--- src/rtl/csat_enum_sequencer.sv ---
// ---------------------------------------------------------------------------
// csat_enum_sequencer
// Brute-force circuit-SAT search controller. Walks every N_IN-bit candidate
// through one combinational benchmark circuit (CUT), matches each CUT result
// against the candidate that produced it PIPE cycles earlier, and reports the
// first hit or, in find-all mode, every hit (one per host handshake), plus an
// UNSAT verdict when the run finds nothing.
//
// Ports
//   clk, rst_n     clock, asynchronous active-low reset
//   start          one-cycle run request, honoured only in IDLE or DONE
//   mode_all       sampled at start: 0 = stop at first hit, 1 = find all
//   sol_ack        host consumed `solution` (acted on only in HOLD)
//   cand           candidate assignment to the CUT inputs
//   cut_sat        CUT output, PIPE cycles behind `cand`
//   busy           run in progress (SEARCH, DRAIN, HOLD)
//   sol_valid      `solution` holds a satisfying assignment
//   solution       latched satisfying assignment
//   sol_count      hits found in the current run
//   done, unsat    run complete; unsat when no hit was found
// ---------------------------------------------------------------------------
module csat_enum_sequencer #(
   parameter int unsigned N_IN = 7,
   parameter int unsigned PIPE = 1
) (
   input  logic            clk,
   input  logic            rst_n,
   input  logic            start,
   input  logic            mode_all,
   input  logic            sol_ack,
   output logic [N_IN-1:0] cand,
   input  logic            cut_sat,
   output logic            busy,
   output logic            sol_valid,
   output logic [N_IN-1:0] solution,
   output logic [N_IN:0]   sol_count,
   output logic            done,
   output logic            unsat
);

   localparam logic [N_IN-1:0] CAND_MAX = '1;

   typedef enum logic [2:0] {
      ST_IDLE,
      ST_SEARCH,
      ST_DRAIN,
      ST_HOLD,
      ST_DONE
   } state_e;

   state_e            state_q, state_d;
   logic [N_IN-1:0]   cand_q, cand_d;
   logic              mode_q, mode_d;
   logic [N_IN-1:0]   resume_q, resume_d;
   logic [N_IN-1:0]   solution_q, solution_d;
   logic              sol_valid_q, sol_valid_d;
   logic [N_IN:0]     sol_count_q, sol_count_d;
   logic              busy_q, busy_d;
   logic              done_q, done_d;
   logic              unsat_q, unsat_d;

   logic              issuing;
   logic              hit;
   logic              squash;
   logic              tag_vld;
   logic [N_IN-1:0]   tag_cand;
   logic              younger_vld;

   assign issuing = (state_q == ST_SEARCH);
   assign hit     = cut_sat & tag_vld;
   // A hit retires the tag and kills every younger in-flight candidate.
   assign squash  = hit & ((state_q == ST_SEARCH) | (state_q == ST_DRAIN));

   // Tag pipeline: remembers which candidate each cut_sat sample belongs to.
   if (PIPE == 0) begin : g_no_pipe
      assign tag_vld     = issuing;
      assign tag_cand    = cand_q;
      assign younger_vld = 1'b0;
   end else begin : g_pipe
      logic [PIPE-1:0] vld_q, vld_d;
      logic [N_IN-1:0] tc_q [PIPE];
      logic [N_IN-1:0] tc_d [PIPE];

      always_comb begin
         vld_d[0] = issuing & ~squash;
         tc_d[0]  = cand_q;
         for (int k = 1; k < int'(PIPE); k++) begin
            vld_d[k] = vld_q[k-1] & ~squash;
            tc_d[k]  = tc_q[k-1];
         end
      end

      always_ff @(posedge clk or negedge rst_n) begin
         if (!rst_n) begin
            vld_q <= '0;
            for (int k = 0; k < int'(PIPE); k++) begin
               tc_q[k] <= '0;
            end
         end else begin
            vld_q <= vld_d;
            for (int k = 0; k < int'(PIPE); k++) begin
               tc_q[k] <= tc_d[k];
            end
         end
      end

      assign tag_vld  = vld_q[PIPE-1];
      assign tag_cand = tc_q[PIPE-1];

      // Stages younger than the tag; empty means the drain is complete.
      if (PIPE == 1) begin : g_one
         assign younger_vld = 1'b0;
      end else begin : g_many
         assign younger_vld = |vld_q[PIPE-2:0];
      end
   end

   // Next-state and output logic.
   always_comb begin
      state_d     = state_q;
      cand_d      = cand_q;
      mode_d      = mode_q;
      resume_d    = resume_q;
      solution_d  = solution_q;
      sol_valid_d = sol_valid_q;
      sol_count_d = sol_count_q;

      case (state_q)
         ST_IDLE, ST_DONE: begin
            if (start) begin
               cand_d      = '0;
               sol_count_d = '0;
               sol_valid_d = 1'b0;
               mode_d      = mode_all;
               state_d     = ST_SEARCH;
            end
         end
         ST_SEARCH: begin
            // The last candidate holds; it does not wrap to zero.
            if (cand_q == CAND_MAX) begin
               state_d = (PIPE == 0) ? ST_DONE : ST_DRAIN;
            end else begin
               cand_d = cand_q + N_IN'(1);
            end
         end
         ST_DRAIN: begin
            if (!younger_vld) begin
               state_d = ST_DONE;
            end
         end
         ST_HOLD: begin
            if (sol_ack) begin
               sol_valid_d = 1'b0;
               cand_d      = resume_q;
               state_d     = ST_SEARCH;
            end
         end
         default: state_d = ST_IDLE;
      endcase

      // A hit overrides the normal SEARCH/DRAIN progression.
      if (squash) begin
         solution_d  = tag_cand;
         sol_valid_d = 1'b1;
         sol_count_d = sol_count_q + (N_IN+1)'(1);
         resume_d    = tag_cand + N_IN'(1);
         if (!mode_q || (tag_cand == CAND_MAX)) begin
            state_d = ST_DONE;
         end else begin
            state_d = ST_HOLD;
         end
      end

      busy_d  = (state_d == ST_SEARCH) || (state_d == ST_DRAIN) || (state_d == ST_HOLD);
      done_d  = (state_d == ST_DONE);
      unsat_d = done_d && (sol_count_d == '0);
   end

   always_ff @(posedge clk or negedge rst_n) begin
      if (!rst_n) begin
         state_q     <= ST_IDLE;
         cand_q      <= '0;
         mode_q      <= 1'b0;
         resume_q    <= '0;
         solution_q  <= '0;
         sol_valid_q <= 1'b0;
         sol_count_q <= '0;
         busy_q      <= 1'b0;
         done_q      <= 1'b0;
         unsat_q     <= 1'b0;
      end else begin
         state_q     <= state_d;
         cand_q      <= cand_d;
         mode_q      <= mode_d;
         resume_q    <= resume_d;
         solution_q  <= solution_d;
         sol_valid_q <= sol_valid_d;
         sol_count_q <= sol_count_d;
         busy_q      <= busy_d;
         done_q      <= done_d;
         unsat_q     <= unsat_d;
      end
   end

   assign cand      = cand_q;
   assign busy      = busy_q;
   assign sol_valid = sol_valid_q;
   assign solution  = solution_q;
   assign sol_count = sol_count_q;
   assign done      = done_q;
   assign unsat     = unsat_q;

endmodule
--- config.mk ---
export PLATFORM = sky130hd
export DESIGN_NAME = csat_enum_sequencer
export DESIGN_NICKNAME = d
export VERILOG_FILES = /design/src/rtl/csat_enum_sequencer.sv
export SDC_FILE = /design/constraint.sdc
export NUM_CORES = 1
export LEC_CHECK = 0
export ABC_CLOCK_PERIOD_IN_PS = 2200
export BUFFER_PORTS_ARGS = -buffer_cell sky130_fd_sc_hd__buf_2
export CAP_MARGIN = 20
export CORE_MARGIN = 3
export CORE_UTILIZATION = 56
export CTS_CLUSTER_DIAMETER = 200
export DETAILED_ROUTE_END_ITERATION = 16
export HOLD_SLACK_MARGIN = 0.1
export PLACE_DENSITY = 0.79
export SLEW_MARGIN = 5
export SYNTH_ARGS = -nofsm -noshare
export SYNTH_HDL_FRONTEND = slang
export SYNTH_SLANG_ARGS = --single-unit
--- constraint.sdc ---
create_clock -name clk -period 2.2 [get_ports clk]
set_input_delay 0.11 -clock clk [delete_from_list [all_inputs] [get_ports clk]]
set_output_delay 0.11 -clock clk [all_outputs]
set_load 0.03 [all_outputs]
==> impl_results.md <==
- Status: finished clean
- Drt drc: 0
- Final ANT Viol Nets: 0
- Worst Path Class, Setup: flip-flop to flip-flop
- Setup crit end kind: flip-flop
- Count of input and output buffers: 31
- Critical Path AT: 1990 ps
- Vias in the first global route: 1434
- GRT overflow: 0
- FP Rows: 21
- Core area: 0.00347 mm^2
- Hold WC Path Type: primary input to flip-flop
- Worst Setup Start Kind: flip-flop
- Post-synth top flop: dfrtp_1
- Synth Register Bits: 45
- Drt pass-1 iters: 4
- Critical Path RT: 2400 ps
- Max-cap viol count: 0
- Die Footprint: 0.00453 mm^2
- Synth area leader: dfrtp_1
- Netlist Area Pre-Place: 0.00210 mm^2
- First-pass GRT wire length: 6980 um
- Initial Utilization: 60.6%
- I/O Pins: 32
- Die W: 67.3 um
- Top cells by area, synth: dfrtp_1 (54%), nand2_1 (9.5%), o21ai_0 (4.0%), nand3_1 (3.1%), xnor2_1 (2.9%)
- Slew Limit Fails: 0
- Via count: 1638
- Synth async-reset ratio: 100%
- Top cell type's share of synthesized area: 53.5%
- Share of cells above drive strength 1: 18.4%
- Post-route minimum period: 1800 ps
- Hpwl dp: 3040 um
- Total CTS buffers: 5
- Non-Filler Instances: 302
- Most instantiated cells after synthesis: nand2_1 (53), dfrtp_1 (45), o21ai_0 (17), nand3_1 (13), nor2_1 (11)
- Nets: 264
- FILL cells: 287
- Final wirelength: 4230 um
- Final setup fails: 0
- Avg Cell Area, Syn: 9.65 um^2
- Slowest library cell on the worst path: dfrtp_1
- DR iter-0 viols: 153
- Die height: 67.3 um
- Antenna violations before repair: 0
- Netlist cell types: 35
- CTS resizes: 0
- Final Hold Viols: 0
- Largest stage delay on the critical path: 480 ps
- Diode count: 0
- Clock skew: 6.86 ps
- Pwr dens: 1110 mW/mm^2
- Sequential element share of the synthesized area: 53.5%
- GRT Overall Usage: 21.0%
- Clock Pin Slew Worst Setup and Hold Paths: 80 ps
- Max Fclk: 556 MHz
- Area added between synthesis and finish: 15.6%
- Drt wl/cell: 14.0 um
- Overall power: 2700 uW
- Most frequent cell after synthesis: nand2_1
- Crit path cell chain: ha_1 > nand4b_1 > nor3_1 > mux2i_1 > a211oi_2 > and4_1
- Relative max-transition margin: 63.9%
- CTS max path bufs: 2
- Synthesized instance count: 218
- Total of warnings raised by yosys: 0
- CTS tree: done
- Clock sinks: 45
- CP Max Fanout: 8
- Clock Latency Late Sink: 300 ps
- R2R Setup Slk: 400 ps
- Slew @ Worst Pin: 542 ps
- Placed instance count: 291
- Leak: 0.00117 uW
- Maximum VDD drop: 0.614 mV
- RSZ-0062 raised after global routing: false
- Root buffer cell: clkbuf_8
- Final period util: 81.7%
- Post-synth EDFFs: 0
- Syn_nets: 227
- Vias per inst: 5.42
- Largest net degree at the start of global routing: 46
- Routability Congestion: 0.936
- H-tree Lvls: 2
- Fin Setup TNS: 0 ps
## routing by layer
metal	vias to the layer above	global-route usage, %	share of wire [%]
met5	-	0	0
met4	0	8.35	1.5
met3	7	5.16	6.5
met2	53	29.0	43
met1	750	31.7	49
li1	828	-	-
## state kept, by name, summed over array words and instances, names as in the netlist
| register | count |
|---|---|
| busy | 1 |
| cand | 7 |
| done | 1 |
| g_pipe.tc_q | 7 |
| g_pipe.vld_q | 1 |
| mode_q | 1 |
| resume_q | 7 |
| sol_count | 8 |
| sol_valid | 1 |
| solution | 7 |
| state_q | 3 |
| unsat | 1 |
## report_power, final
group | switching (uW) | internal (uW) | leakage (uW)
registers | 172 | 1020 | 0.000603
clock network | 266 | 225 | 0.0000385
logic | 683 | 334 | 0.000531
total | 1120 | 1570 | 0.00117
## critical path, delay by kind of cell, from the launching register on
family / cells / cell delay [ps]
mux: 1 / 320
flops: 1 / 480
compound gates: 1 / 70
fa+ha+maj: 1 / 210
simple gates: 3 / 610
## cell families (layout without fill, tap and decap cells)
family,count (synthesis),in the layout,synth area share (%)
and+or+nand+nor,98,98,22.1
DFF,45,45,53.5
AOI/OAI and AO/OA,42,42,12.6
buffers and inverters,14,52,2.80
xor gates and xnor gates,12,12,5.35
muxes,4,4,1.90
adders and majority gates,3,3,1.78
## placed cells by master, fill, tap and decap left out, types with 2 or more instances in the layout
| cell type | synthesis | final |
|---|---|---|
| nand2_1 | 53 | 53 |
| dfrtp_1 | 45 | 45 |
| buf_2 | 5 | 31 |
| o21ai_0 | 17 | 17 |
| nand3_1 | 13 | 13 |
| nor2_1 | 11 | 11 |
| a21oi_1 | 9 | 9 |
| xnor2_1 | 7 | 7 |
| buf_4 | 0 | 6 |
| o31ai_1 | 5 | 5 |
| clkbuf_8 | 0 | 5 |
| inv_1 | 4 | 4 |
| mux2i_1 | 4 | 4 |
| xor2_1 | 4 | 4 |
| a31oi_1 | 3 | 3 |
| nor3_1 | 3 | 3 |
| a22o_1 | 3 | 3 |
| ha_1 | 3 | 3 |
| dlygate4sd3_1 | 0 | 3 |
| and4_1 | 2 | 2 |
| nand4b_1 | 2 | 2 |
| nand2b_1 | 2 | 2 |
| nor2b_1 | 2 | 2 |
| nand4_1 | 2 | 2 |
| nor3b_1 | 2 | 2 |
| clkbuf_1 | 5 | 2 |
## through the flow
stage                     util, %  area, um^2  setup WS [ps]  hold WS (ps)
final                        70.1        2430            403           234
after global routing         70.1        2430            275           266
after CTS                    70.1        2430            406           232
after detailed placement     66.8        2320            424           220
after global placement       66.8        2320            449           217
after floorplan                 -        2100            398          -186
## what timing repair did
action,in CTS,in global routing
hold endpoints to repair,47,0
setup buffers,0,0
hold buffers,3,0
## worst paths after layout
kind,start,to,cells after the start
min in group asynchronous,rst_n,sol_count[3]$_DFF_PN0_,3
max in group asynchronous,rst_n,done$_DFF_PN0_,3
worst max-delay path,sol_count[0]$_DFF_PN0_,unsat$_DFF_PN0_,6
worst min register to register,cand[1]$_DFFE_PN0P_,g_pipe.tc_q[1]$_DFF_PN0_,0
worst min-delay path,sol_ack,cand[5]$_DFFE_PN0P_,4
worst max register to register,sol_count[0]$_DFF_PN0_,unsat$_DFF_PN0_,6
## cell type report
cell class,instances,area (um^2),area share [%]
Clock buffer,7,76.3,3.14
Clock inverter,1,7.51,0.309
Inverter,4,15.0,0.618
Multi-Input combinational cell,159,918,37.8
Sequential cell,45,1130,46.3
Tap cell,46,57.6,2.37
Timing Repair Buffer,40,230,9.47
No activity file was read; power rests on OpenSTA's default activity.
